<file path="src/rtl/multicycle_control_fsm.sv">
// Multi-cycle RV32I control sequencer between the IR and the datapath.
// Adds imem/dmem ready handshakes, optional wait timeout, illegal-opcode trap and instret.
//
// state  | meaning
// FETCH  | imem request; latch IR when imem_ready
// DECODE | latch decode of opcode; illegal opcode traps
// EXEC   | branch retires here; load/store go to MEM; others to WB
// MEM    | dmem request; store retires on dmem_ready, load goes to WB
// WB     | register write and retire
// TRAP   | halted with cause held; left only through rst
module multicycle_control_fsm #(
   parameter int TIMEOUT_CYCLES = 0,
   parameter int INSTRET_W      = 32
) (
   input  logic                 clk,
   input  logic                 rst,
   input  logic [6:0]           opcode,
   input  logic                 imem_ready,
   input  logic                 dmem_ready,
   output logic                 imem_req,
   output logic                 dmem_req,
   output logic                 ir_write,
   output logic                 pc_write,
   output logic                 a_sel,
   output logic                 b_sel,
   output logic [1:0]           alu_op,
   output logic [1:0]           pc_op,
   output logic                 regwrite,
   output logic                 memwrite,
   output logic [1:0]           memtoreg,
   output logic [2:0]           immsrc,
   output logic                 halt,
   output logic [1:0]           trap_cause,
   output logic [INSTRET_W-1:0] instret
);

   localparam bit TIMEOUT_EN = (TIMEOUT_CYCLES > 0);
   localparam int WAIT_W     = TIMEOUT_EN ? $clog2(TIMEOUT_CYCLES + 1) : 1;
   localparam logic [WAIT_W-1:0] WAIT_LAST = TIMEOUT_EN ? WAIT_W'(TIMEOUT_CYCLES - 1) : '0;

   typedef enum logic [2:0] {
      S_FETCH, S_DECODE, S_EXEC, S_MEM, S_WB, S_TRAP
   } state_t;

   typedef struct packed {
      logic       a_sel;
      logic       b_sel;
      logic [1:0] alu_op;
      logic [1:0] pc_op;
      logic [1:0] memtoreg;
      logic [2:0] immsrc;
      logic       is_load;
      logic       is_store;
      logic       is_branch;
   } dec_t;

   state_t            state, state_nxt;
   dec_t              dec, dec_nxt;
   logic              dec_legal;
   logic [WAIT_W-1:0] wait_cnt, wait_cnt_nxt;
   logic              trap_set;
   logic [1:0]        cause_nxt;

   always_comb begin
      dec_nxt   = '0;
      dec_legal = 1'b1;
      case (opcode)
         7'b0110011: begin dec_nxt.alu_op = 2'b10; dec_nxt.immsrc = 3'b101; end
         7'b0010011: begin dec_nxt.b_sel = 1'b1; dec_nxt.alu_op = 2'b11; end
         7'b0000011: begin
            dec_nxt.b_sel    = 1'b1;
            dec_nxt.memtoreg = 2'b01;
            dec_nxt.is_load  = 1'b1;
         end
         7'b0100011: begin
            dec_nxt.b_sel    = 1'b1;
            dec_nxt.immsrc   = 3'b001;
            dec_nxt.is_store = 1'b1;
         end
         7'b1100011: begin
            dec_nxt.alu_op    = 2'b01;
            dec_nxt.pc_op     = 2'b01;
            dec_nxt.immsrc    = 3'b010;
            dec_nxt.is_branch = 1'b1;
         end
         7'b0110111: begin dec_nxt.memtoreg = 2'b10; dec_nxt.immsrc = 3'b100; end
         7'b0010111: begin
            dec_nxt.a_sel  = 1'b1;
            dec_nxt.b_sel  = 1'b1;
            dec_nxt.immsrc = 3'b100;
         end
         7'b1101111: begin
            dec_nxt.pc_op    = 2'b10;
            dec_nxt.memtoreg = 2'b11;
            dec_nxt.immsrc   = 3'b011;
         end
         7'b1100111: begin
            dec_nxt.b_sel    = 1'b1;
            dec_nxt.pc_op    = 2'b11;
            dec_nxt.memtoreg = 2'b11;
         end
         default: dec_legal = 1'b0;
      endcase
   end

   always_ff @(posedge clk) begin
      if (rst) begin
         state      <= S_FETCH;
         wait_cnt   <= '0;
         instret    <= '0;
         trap_cause <= 2'b00;
         dec        <= '0;
      end else begin
         state    <= state_nxt;
         wait_cnt <= wait_cnt_nxt;
         if (pc_write)
            instret <= instret + INSTRET_W'(1);
         if (state == S_DECODE)
            dec <= dec_nxt;
         if (trap_set)
            trap_cause <= cause_nxt;
      end
   end

   // Counter stays zero outside FETCH/MEM, so entering either state starts it clean.
   always_comb begin
      state_nxt    = state;
      wait_cnt_nxt = '0;
      trap_set     = 1'b0;
      cause_nxt    = 2'b00;
      imem_req     = 1'b0;
      dmem_req     = 1'b0;
      ir_write     = 1'b0;
      pc_write     = 1'b0;
      regwrite     = 1'b0;
      memwrite     = 1'b0;
      case (state)
         S_FETCH: begin
            imem_req = 1'b1;
            if (imem_ready) begin
               ir_write  = 1'b1;
               state_nxt = S_DECODE;
            end else if (TIMEOUT_EN && (wait_cnt == WAIT_LAST)) begin
               state_nxt = S_TRAP;
               trap_set  = 1'b1;
               cause_nxt = 2'b10;
            end else begin
               wait_cnt_nxt = wait_cnt + WAIT_W'(1);
            end
         end
         S_DECODE: begin
            if (!dec_legal) begin
               state_nxt = S_TRAP;
               trap_set  = 1'b1;
               cause_nxt = 2'b01;
            end else begin
               state_nxt = S_EXEC;
            end
         end
         S_EXEC: begin
            if (dec.is_load || dec.is_store) begin
               state_nxt = S_MEM;
            end else if (dec.is_branch) begin
               pc_write  = 1'b1;
               state_nxt = S_FETCH;
            end else begin
               state_nxt = S_WB;
            end
         end
         S_MEM: begin
            dmem_req = 1'b1;
            memwrite = dec.is_store;
            if (dmem_ready) begin
               if (dec.is_store) begin
                  pc_write  = 1'b1;
                  state_nxt = S_FETCH;
               end else begin
                  state_nxt = S_WB;
               end
            end else if (TIMEOUT_EN && (wait_cnt == WAIT_LAST)) begin
               state_nxt = S_TRAP;
               trap_set  = 1'b1;
               cause_nxt = 2'b11;
            end else begin
               wait_cnt_nxt = wait_cnt + WAIT_W'(1);
            end
         end
         S_WB: begin
            regwrite  = 1'b1;
            pc_write  = 1'b1;
            state_nxt = S_FETCH;
         end
         S_TRAP:  state_nxt = S_TRAP;
         default: state_nxt = S_FETCH;
      endcase
      // An aborted instruction must not leave a strobe behind in the reset cycle.
      if (rst) begin
         imem_req = 1'b0;
         dmem_req = 1'b0;
         ir_write = 1'b0;
         pc_write = 1'b0;
         regwrite = 1'b0;
         memwrite = 1'b0;
      end
   end

   assign halt     = (state == S_TRAP);
   assign a_sel    = dec.a_sel;
   assign b_sel    = dec.b_sel;
   assign alu_op   = dec.alu_op;
   assign pc_op    = dec.pc_op;
   assign memtoreg = dec.memtoreg;
   assign immsrc   = dec.immsrc;

endmodule

</file>
<file path="config.mk">
export PLATFORM = sky130hd
export DESIGN_NAME = multicycle_control_fsm
export DESIGN_NICKNAME = d
export VERILOG_FILES = /design/src/rtl/multicycle_control_fsm.sv
export SDC_FILE = /design/constraint.sdc
export NUM_CORES = 1
export LEC_CHECK = 0
export BUFFER_PORTS_ARGS = -buffer_cell sky130_fd_sc_hd__buf_2
export CORE_ASPECT_RATIO = 1.75
export CORE_MARGIN = 8
export CORE_UTILIZATION = 45
export DETAILED_ROUTE_END_ITERATION = 8
export PLACE_DENSITY_LB_ADDON = 0.12
export RECOVER_POWER = 50
export SLEW_MARGIN = 20
export SYNTH_ARGS = -nofsm -noshare
export SYNTH_HDL_FRONTEND = slang
export SYNTH_SLANG_ARGS = --single-unit
</file>
<file path="constraint.sdc">
create_clock -name clk -period 2.9 [get_ports clk]
set_clock_uncertainty 0.2 [all_clocks]
set_input_delay 0.29 -clock clk [delete_from_list [all_inputs] [get_ports clk]]
set_output_delay 0.29 -clock clk [all_outputs]
set_load 0.05 [all_outputs]
</file>
; Yosys cells after proc, flatten, opt, wreduce, memory -nomap -nowiden
; Index checks and enable logic that the tools add are counted.
[totals]
ff_bits = 51
[op_classes]
mux = 38
addsub = 1
n_reduce_logical = 7
eq_ne = 16
[ops]
columns = operator, count
row1 = "32-bit by 1-bit adder with 32-bit output, second input constant", 1
row2 = 3-bit one-hot mux with 5 select lines, 2
row3 = 1-bit two-way mux, 26
row4 = "7-bit by 6-bit equality test with 1-bit output, second input constant", 3
row5 = "7-bit equality test, second input constant", 3
row6 = 3-bit two-way mux, 6
row7 = 2-bit one-hot mux with 3 select lines, 3
row8 = "7-bit by 5-bit equality test with 1-bit output, second input constant", 2
row9 = 9-bit OR reduction, 1
row10 = "7-bit by 2-bit equality test with 1-bit output, second input constant", 1
row11 = "3-bit by 2-bit equality test with 1-bit output, second input constant", 2
row12 = "3-bit equality test, second input constant", 2
row13 = 5-bit OR reduction, 1
row14 = "2-bit != test, second input constant", 2
row15 = 2-bit OR reduction, 2
row16 = "3-bit by 1-bit equality test with 1-bit output, second input constant", 1
row17 = 3-bit logical NOT, 1
row18 = 1-bit one-hot mux with 3 select lines, 1
row19 = 2-bit AND reduction, 1
row20 = 1-bit logical OR, 1

; Logic depth before layout (Yosys ltp)
; Gate-level depths: netlist (run 1).
[depth]
word_depth = 5
ltp_mapped = 7

; Least setup slack after synthesis (run 1)
; OpenSTA, ideal clock, no wires.
[synth_path]
path_kind = reg2out
from = register state[0]
to = output ir_write
path_slack_ns = -0.271
arrival_ns = 2.681
path_stages_with_launch = 4
required_time_ns = 2.410
path_cell_list = dfxtp_1 -> clkbuf_1 -> nor4_1 -> and2_1
[synth_via]
elab_chain_len = 3
[synth_lines]
columns = item, line
row1 = start: declaration, 57  ; state_t state, state_nxt;
row2 = start signal: assignment, 114  ; state <= state_nxt;
row3 = 3-bit logical NOT, 137  ; case (state)
row4 = 1-bit two-way mux, 137
row5 = 1-bit two-way mux, 197  ; if (rst) begin
row6 = end: declaration, 22  ; output logic ir_write,
; Every way passes these cells.

; Final worst setup path (run 1)
[layout_path]
from = register dec[1] in the netlist's numbering
to = output pc_write
[layout_via]
elab_chain_len = 4
[layout_lines]
columns = item, line
row1 = start: declaration, 58  ; dec_t dec, dec_nxt;
row2 = start signal: assignment, 119  ; dec <= dec_nxt;
row3 = 1-bit two-way mux / 1-bit logical OR (equally long branches), "174, 161"
row4 = "1-bit two-way mux, on equally long branches", "173, 161"
row5 = 1-bit one-hot mux with 3 select lines *, 137
row6 = 1-bit two-way mux *, 197
row7 = end: declaration, 23  ; output logic pc_write,
; Mark *: on every way between the ends. The rest lies on a longest branch, timed or not.

==> impl_results.md, run 1 <==
* Status: finished, final reports clean
* Crit Path Class: register to output pin
* Critical path required time at approximately 2400 ps
* TritonCTS clock tree: yes
* CTS sink cnt at 50
* Period utilisation layout at 0.8970
* Clock Tree Root: clkbuf_8
* I/O Buffers at between 60 and 70
* Setup TNS at 0 ps
* Power per Cell Area at 443.4 nW/µm²
* Detailed Routing Iterations Pass 1 at 4
* Max layer used: met4
* Global-route wire length before repair at 11.54 mm
* Post-route ant nets at 0
* Fmax at 384.4 MHz
* Non-Filler Instances at 455
* Congestion Overflow GR at 0
* Overall Power at between 1 and 1.5 mW
* Dominant synthesized flop cell: dfxtp_1
* Hold_buf cts at 0
* RR Endpoint: instret[31]
* Design area at 3013 µm²
* LEAKAGE at 1.037 nW
* Vias in the first global route at 2453
* DRT iter0 DRCs at 107
* Core area at about 5700 µm²
* Seq cells post-synth at 50
* Hold Fails Final Rpt at 0
* Area after DPL at roughly 3000 µm²
* Synth warn at 0
* Placed Cells at 447
* Async set or reset register ratio after synthesis at 0
* Post-CTS Resized at 0
* Remaining DRCs at 0
* GP Congestion at between 0.8 and 0.9
* Syn_area_per_cell at ~8.1 µm²
* CP endpoint: pc_write
* Worst setup margin at 298.6 ps
* Crit path DAT at 2110 ps
* Vias at 2508
* Met3 wire len at 349 µm
* RSZ-0062 raised after global routing: false
* Worst slew pin tran at between 600 and 700 ps
* Clk buf depth at 2
* Total CTS buffers at 5
* FF-to-FF path depth at 6
* Initial antenna violation count at 0
* Initial core utilization at 0.4560
* Worst Setup End Kind: output pin
* Worst Setup Start Kind: register
* Routed wire length at between 7 and 8 mm
* Syn_nets at 337
* Worst min-delay path category: input port to register
* Post-CTS Setup Bufs at 0
* Pins over their slew limit at 0
* Dpl hpwl at 5.516 mm
* Drt via density at 5.512
* Die height at 116.9 µm
* Slowest CP cell: or4b_4
* Ant. Diodes at 0
* Wire length per cell at between 15 and 20 µm
* Final Hold Slack at around 55 ps
* CP peak stage delay at 580 ps
* Reg-to-Reg Start: dec[1]
* Slew HR at 0.5899
* Netlist cell types at 48
* Worst skew pair latency at 310 ps
* Utilization after layout at 0.5248
* Max-cap violations at 0
* Met2 wire length at 3.955 mm
* Number of I/O pins at 63
* Most used cell along the critical path: nor2_1
* Final setup vio count at 0
* Crit path max fanout at 7
* Synth Cell Area at 2618 µm²
* Gate Count Post-Synth at 325
* Largest net degree at the start of global routing at 27
* Reg2reg setup slack at 430 ps
* Worst setup path start: dec[1]
* Reg clk slew, reported paths at 90 ps
* Die area at 8609 µm²
* Die Width at 73.65 µm
* Gr usage total at 0.1709
* Layout cells sized above 1 at 0.1167
* Post-place setup slack at 454.4 ps
* Cell Rows at 37
* Seq/Total Area, Yosys at 0.3824
* Met1 WL at 2.589 mm
* Post-layout min period at about 2600 ps
* Worst VDD drop at 0.0003074 V
* Post-synth EDFFs at 0
* CTS H-tree lvls at 2
* Crit-path cells: or4b_4 > a21oi_2 > nor2_1 > nor2_1 > buf_2
* Area delta synth->final at 15.11%
* Fin nets at 388
flip-flops by register name (all words and copies together) (netlist names), 2 cells and up:
register	cells
pc_op	2
dec	3
memtoreg	2
state	3
immsrc	3
instret	32
alu_op	2
cells in the final DEF, fill, tap and decap left out, drive strengths merged, types with 2 or more instances in the layout:
master | Yosys | final
a211oi | 2 | 2
a21oi | 23 | 23
a22oi | 2 | 2
a31oi | 2 | 2
a32oi | 2 | 2
and2 | 5 | 5
and3 | 6 | 6
buf | 12 | 26
clkbuf | 15 | 51
dfxtp | 50 | 50
inv | 5 | 5
mux2 | 4 | 4
nand2 | 29 | 29
nand2b | 5 | 5
nand3 | 10 | 10
nand4 | 10 | 10
nor2 | 42 | 42
nor2b | 8 | 8
nor3 | 6 | 6
nor3b | 3 | 3
nor4 | 5 | 5
nor4b | 2 | 2
o2111ai | 8 | 8
o211ai | 5 | 5
o21ai | 18 | 18
o31ai | 5 | 5
or3 | 7 | 7
or4 | 4 | 4
xnor2 | 4 | 4
xor2 | 15 | 15
worst max-delay path, delay by kind of cell (launching register included):
kind            cells  cell delay [ps]
simple gates        3              860
flops               1              370
compound gates      1              290
buf+inv             1              270
routing by layer:
| metal | GRT usage | vias up |
|---|---|---|
| li1 | - | 1253 |
| met1 | 0.1646 | 1170 |
| met2 | 0.3282 | 68 |
| met3 | 0.03328 | 17 |
| met4 | 0.08456 | 0 |
| met5 | 0 | - |
Yosys cell counts, drive strengths merged, types with 5 or more instances:
| cell type | number | area (µm²) |
|---|---|---|
| a21oi | 23 | 118.9 |
| and2 | 5 | 31.28 |
| nor2b | 8 | 50.05 |
| nand3 | 10 | 50.05 |
| nand2b | 5 | 31.28 |
| dfxtp | 50 | 1001 |
| clkbuf | 15 | 56.30 |
| buf | 12 | 83.82 |
| nand2 | 29 | 108.9 |
| o211ai | 5 | 37.54 |
| o2111ai | 8 | 70.07 |
| nor3 | 6 | 35.03 |
| or3 | 7 | 43.79 |
| xor2 | 15 | 131.4 |
| o31ai | 5 | 37.54 |
| nand4 | 10 | 62.56 |
| nor4 | 5 | 31.28 |
| and3 | 6 | 37.54 |
| o21ai | 18 | 93.84 |
| nor2 | 42 | 157.7 |
| inv | 5 | 18.77 |
where the power goes:
part           switching [mW]  internal (mW)
registers             0.00626          0.694
clock network           0.238          0.258
logic                   0.103         0.0378
total                   0.347          0.989
how the worst min path moves through the flow:
| stage | endpoint | slack (ps) | depth (start not counted) | start |
|---|---|---|---|---|
| after floorplan | state[0] | 200 | 1 | dmem_ready |
| after global placement | trap_cause[0] | 230 | 2 | trap_cause[0] |
| after detailed placement | trap_cause[0] | 240 | 2 | trap_cause[0] |
| after CTS | state[0] | 70 | 2 | dmem_ready |
| after global routing | state[0] | 70 | 2 | dmem_ready |
| final | state[0] | 60 | 2 | dmem_ready |
kinds of logic after synthesis:
group	share of synthesized area
flip-flops	0.3824
other	0.001433
AND/OR/NAND/NOR	0.2878
multiplexers	0.01721
AO/OA/AOI/OAI	0.1821
XOR/XNOR	0.06358
adder cells (fa/ha/maj)	0.004779
buffers and inverters	0.06070
area by class of cell:
class | count | area, µm²
clock buffers | 6 | 72.57
clock inverters | 2 | 37.54
fillers | 634 | 2728
inverters | 5 | 18.77
multi-input cells | 243 | 1464
flip-flops and latches | 50 | 1001
well taps | 78 | 97.59
repair buffers | 71 | 321.6
No activity file was read; power rests on OpenSTA's default activity.
==> run 2: changes to the inputs <==
--- a/config.mk
+++ b/config.mk
@@ -12,6 +12,7 @@
 export DETAILED_ROUTE_END_ITERATION = 8
 export PLACE_DENSITY_LB_ADDON = 0.12
 export RECOVER_POWER = 50
+export REMOVE_ABC_BUFFERS = 1
 export SLEW_MARGIN = 20
 export SYNTH_ARGS = -nofsm -noshare
 export SYNTH_HDL_FRONTEND = slang
==> impl_results.md, run 2 (synthesized netlist as in run 1, its figures left out) <==
* Power per Cell Area at 448.1 nW/µm² (was 443.4 nW/µm²)
* Reg2reg setup slack at 400 ps (was 430 ps)
* Fmax at 385.1 MHz (was 384.4 MHz)
* Worst Setup End Kind: output pin (unchanged)
* Vias in the first global route at 2546 (was 2453)
* Post-layout min period at 2596 ps (was 2601 ps)
* GP Congestion at 0.8593 (was 0.8267)
* Net Sw Frac at 0.2641 (was 0.2597)
* CP peak stage delay at 560 ps (was 580 ps)
* Worst setup path start: state[0] (was dec[1])
* Post-CTS Setup Bufs at 0 (unchanged)
* Met2 wire length at 4.124 mm (was 3.955 mm)
* LEAKAGE at 1.029 nW (was 1.037 nW)
* Most used cell along the critical path: nor2_1 (unchanged)
* Most common cell after layout, fill and taps aside: dfxtp_1 (unchanged)
* Initial antenna violation count at 0 (unchanged)
* Global-route wire length before repair at 12.07 mm (was 11.54 mm)
* Power share of the combinational group at 0.101 (was 0.105)
* Number of I/O pins at 63 (unchanged)
* Area delta synth->final at 14.53% (was 15.11%)
* Status: finished, final reports clean (unchanged)
* Hold_buf cts at 0 (unchanged)
* Cell Rows at 37 (unchanged)
* DRT iter0 DRCs at 141 (was 107)
* Worst VDD drop at 0.0002694 V (was 0.0003074 V)
* Worst min-delay path category: input port to register (unchanged)
* Congestion Overflow GR at 0 (unchanged)
* Internal power at 0.9885 mW (was 0.9891 mW)
* Initial core utilization at 0.4560 (unchanged)
* Number of flip-flops in the largest register at 32 (unchanged)
* Die height at 116.9 µm (unchanged)
* CTS sink cnt at 50 (unchanged)
* Placed Cells at 444 (was 447)
* Period utilisation layout at 0.8953 (was 0.8970)
* Clock Tree Root: clkbuf_8 (unchanged)
* Worst hold path cell count at 2 (unchanged)
* Worst setup margin at 303.5 ps (was 298.6 ps)
* Non-Filler Instances at 452 (was 455)
* Crit path DAT at 2110 ps (about the same)
* Crit path max fanout at 14 (was 7)
* Post-CTS Resized at 0 (unchanged)
* Max-cap violations at 0 (unchanged)
* Dpl hpwl at 5.657 mm (was 5.516 mm)
* Drt via density at 5.564 (was 5.512)
* Hold EP: state[0] (unchanged)
* Fin nets at 385 (was 388)
* Routed wire length at 7.391 mm (was 7.123 mm)
* Max layer used: met4 (unchanged)
* Die area at 8609 µm² (unchanged)
* TritonCTS clock tree: yes (unchanged)
* Slew HR at 0.5765 (was 0.5899)
* Clk buf depth at 2 (unchanged)
* Crit Path Class: register to output pin (unchanged)
* Pins over their slew limit at 0 (unchanged)
* I/O Buffers at 61 (unchanged)
* Wire length per cell at 16.35 µm (was 15.65 µm)
* Remaining DRCs at 0 (unchanged)
* Critical path required time at 2410 ps (about the same)
* Slowest CP cell: or4b_4 (unchanged)
* FF-to-FF path depth at 5 (was 6)
* Crit-path cells: or4b_4 > a21oi_2 > nor2_1 > nor2_1 > buf_2 (unchanged)
* Worst slew pin tran at 637.9 ps (was 617.8 ps)
* Post-route ant nets at 0 (unchanged)
* RSZ-0062 raised after global routing: false (unchanged)
* Clock power share at 0.375 (was 0.371)
* Met1 WL at 2.736 mm (was 2.589 mm)
* Post-place setup slack at 435.7 ps (was 454.4 ps)
* Seq pwr share at 0.524 (about the same)
* Layout cells sized above 1 at 0.1070 (was 0.1167)
* Total CTS buffers at 5 (unchanged)
* Reg clk slew, reported paths at 90 ps (about the same)
* Core area at 5741 µm² (unchanged)
* Sw power at 0.3548 mW (was 0.3469 mW)
* Worst skew pair latency at 300 ps (was 310 ps)
* Reg-to-Reg Start: state[0] (was dec[1])
* Detailed Routing Iterations Pass 1 at 4 (unchanged)
* Final setup vio count at 0 (unchanged)
* Vias at 2515 (was 2508)
* Hold Crit Start: dmem_ready (unchanged)
* Ant. Diodes at 0 (unchanged)
* Gr usage total at 0.1756 (was 0.1709)
* Worst Setup Start Kind: register (unchanged)
* Most frequent cells in the layout: 50 x dfxtp_1, 46 x clkbuf_1, 42 x nor2_1 (unchanged)
* RR Endpoint: instret[22] (was instret[31])
* CTS H-tree lvls at 2 (unchanged)
* Met3 wire len at 262 µm (was 349 µm)
* Largest reg by FF count: instret (unchanged)
* Die Width at 73.65 µm (unchanged)
* Hold Fails Final Rpt at 0 (unchanged)
* Largest net degree at the start of global routing at 43 (was 27)
run 2: cell type report:
type                            instances  area, µm²
Clock buffer                            5      68.82
Clock inverter                          3      43.79
Fill cell                             627       2743
Inverter                                5      18.77
Multi-Input combinational cell        243       1458
Sequential cell                        50       1001
Tap cell                               78      97.59
Timing Repair Buffer                   68      310.3
run 2: worst max path at each step:
stage                        to  slack, ps  cells past startpoint
detailed placement  instret[22]        440                      5
global placement    instret[22]        490                      5
CTS                    pc_write        290                      5
floorplan              ir_write       -170                      2
global route           pc_write        110                      5
finish                 pc_write        300                      5
run 2: worst max-delay path, delay by kind of cell (launching register included):
family	cells	cell delay, ps
AOI/OAI and AO/OA	1	280
DFF	1	440
and+or+nand+nor	3	830
buffers and inverters	1	270
run 2: per-layer routing:
layer	vias up	GRT usage
li1	1257	-
met1	1167	0.1679
met2	70	0.3448
met3	21	0.02218
met4	0	0.09128
met5	-	0
run 2: power groups by stage:
stage               logic (mW)  clock network, mW  registers (mW)
global placement         0.138                  0           0.719
global route             0.148              0.537           0.706
finish                   0.135              0.504           0.704
detailed placement       0.139                  0           0.720
floorplan               0.0655                  0           0.735
CTS                      0.140              0.518           0.704
run 2: metrics by stage:
step                setup TNS [ps]  power (mW)  hold slack [ps]    util  cell area [µm²]
finish                           0       1.343            63.76  0.5222             2998
global route                     0       1.391            60.65  0.5222             2998
CTS                              0       1.361            58.09  0.5327             3058
detailed placement               0      0.8587            238.8  0.5131             2945
global placement                 0      0.8573            236.8  0.5131             2945
floorplan                   -171.9      0.8001            159.1       -             2477
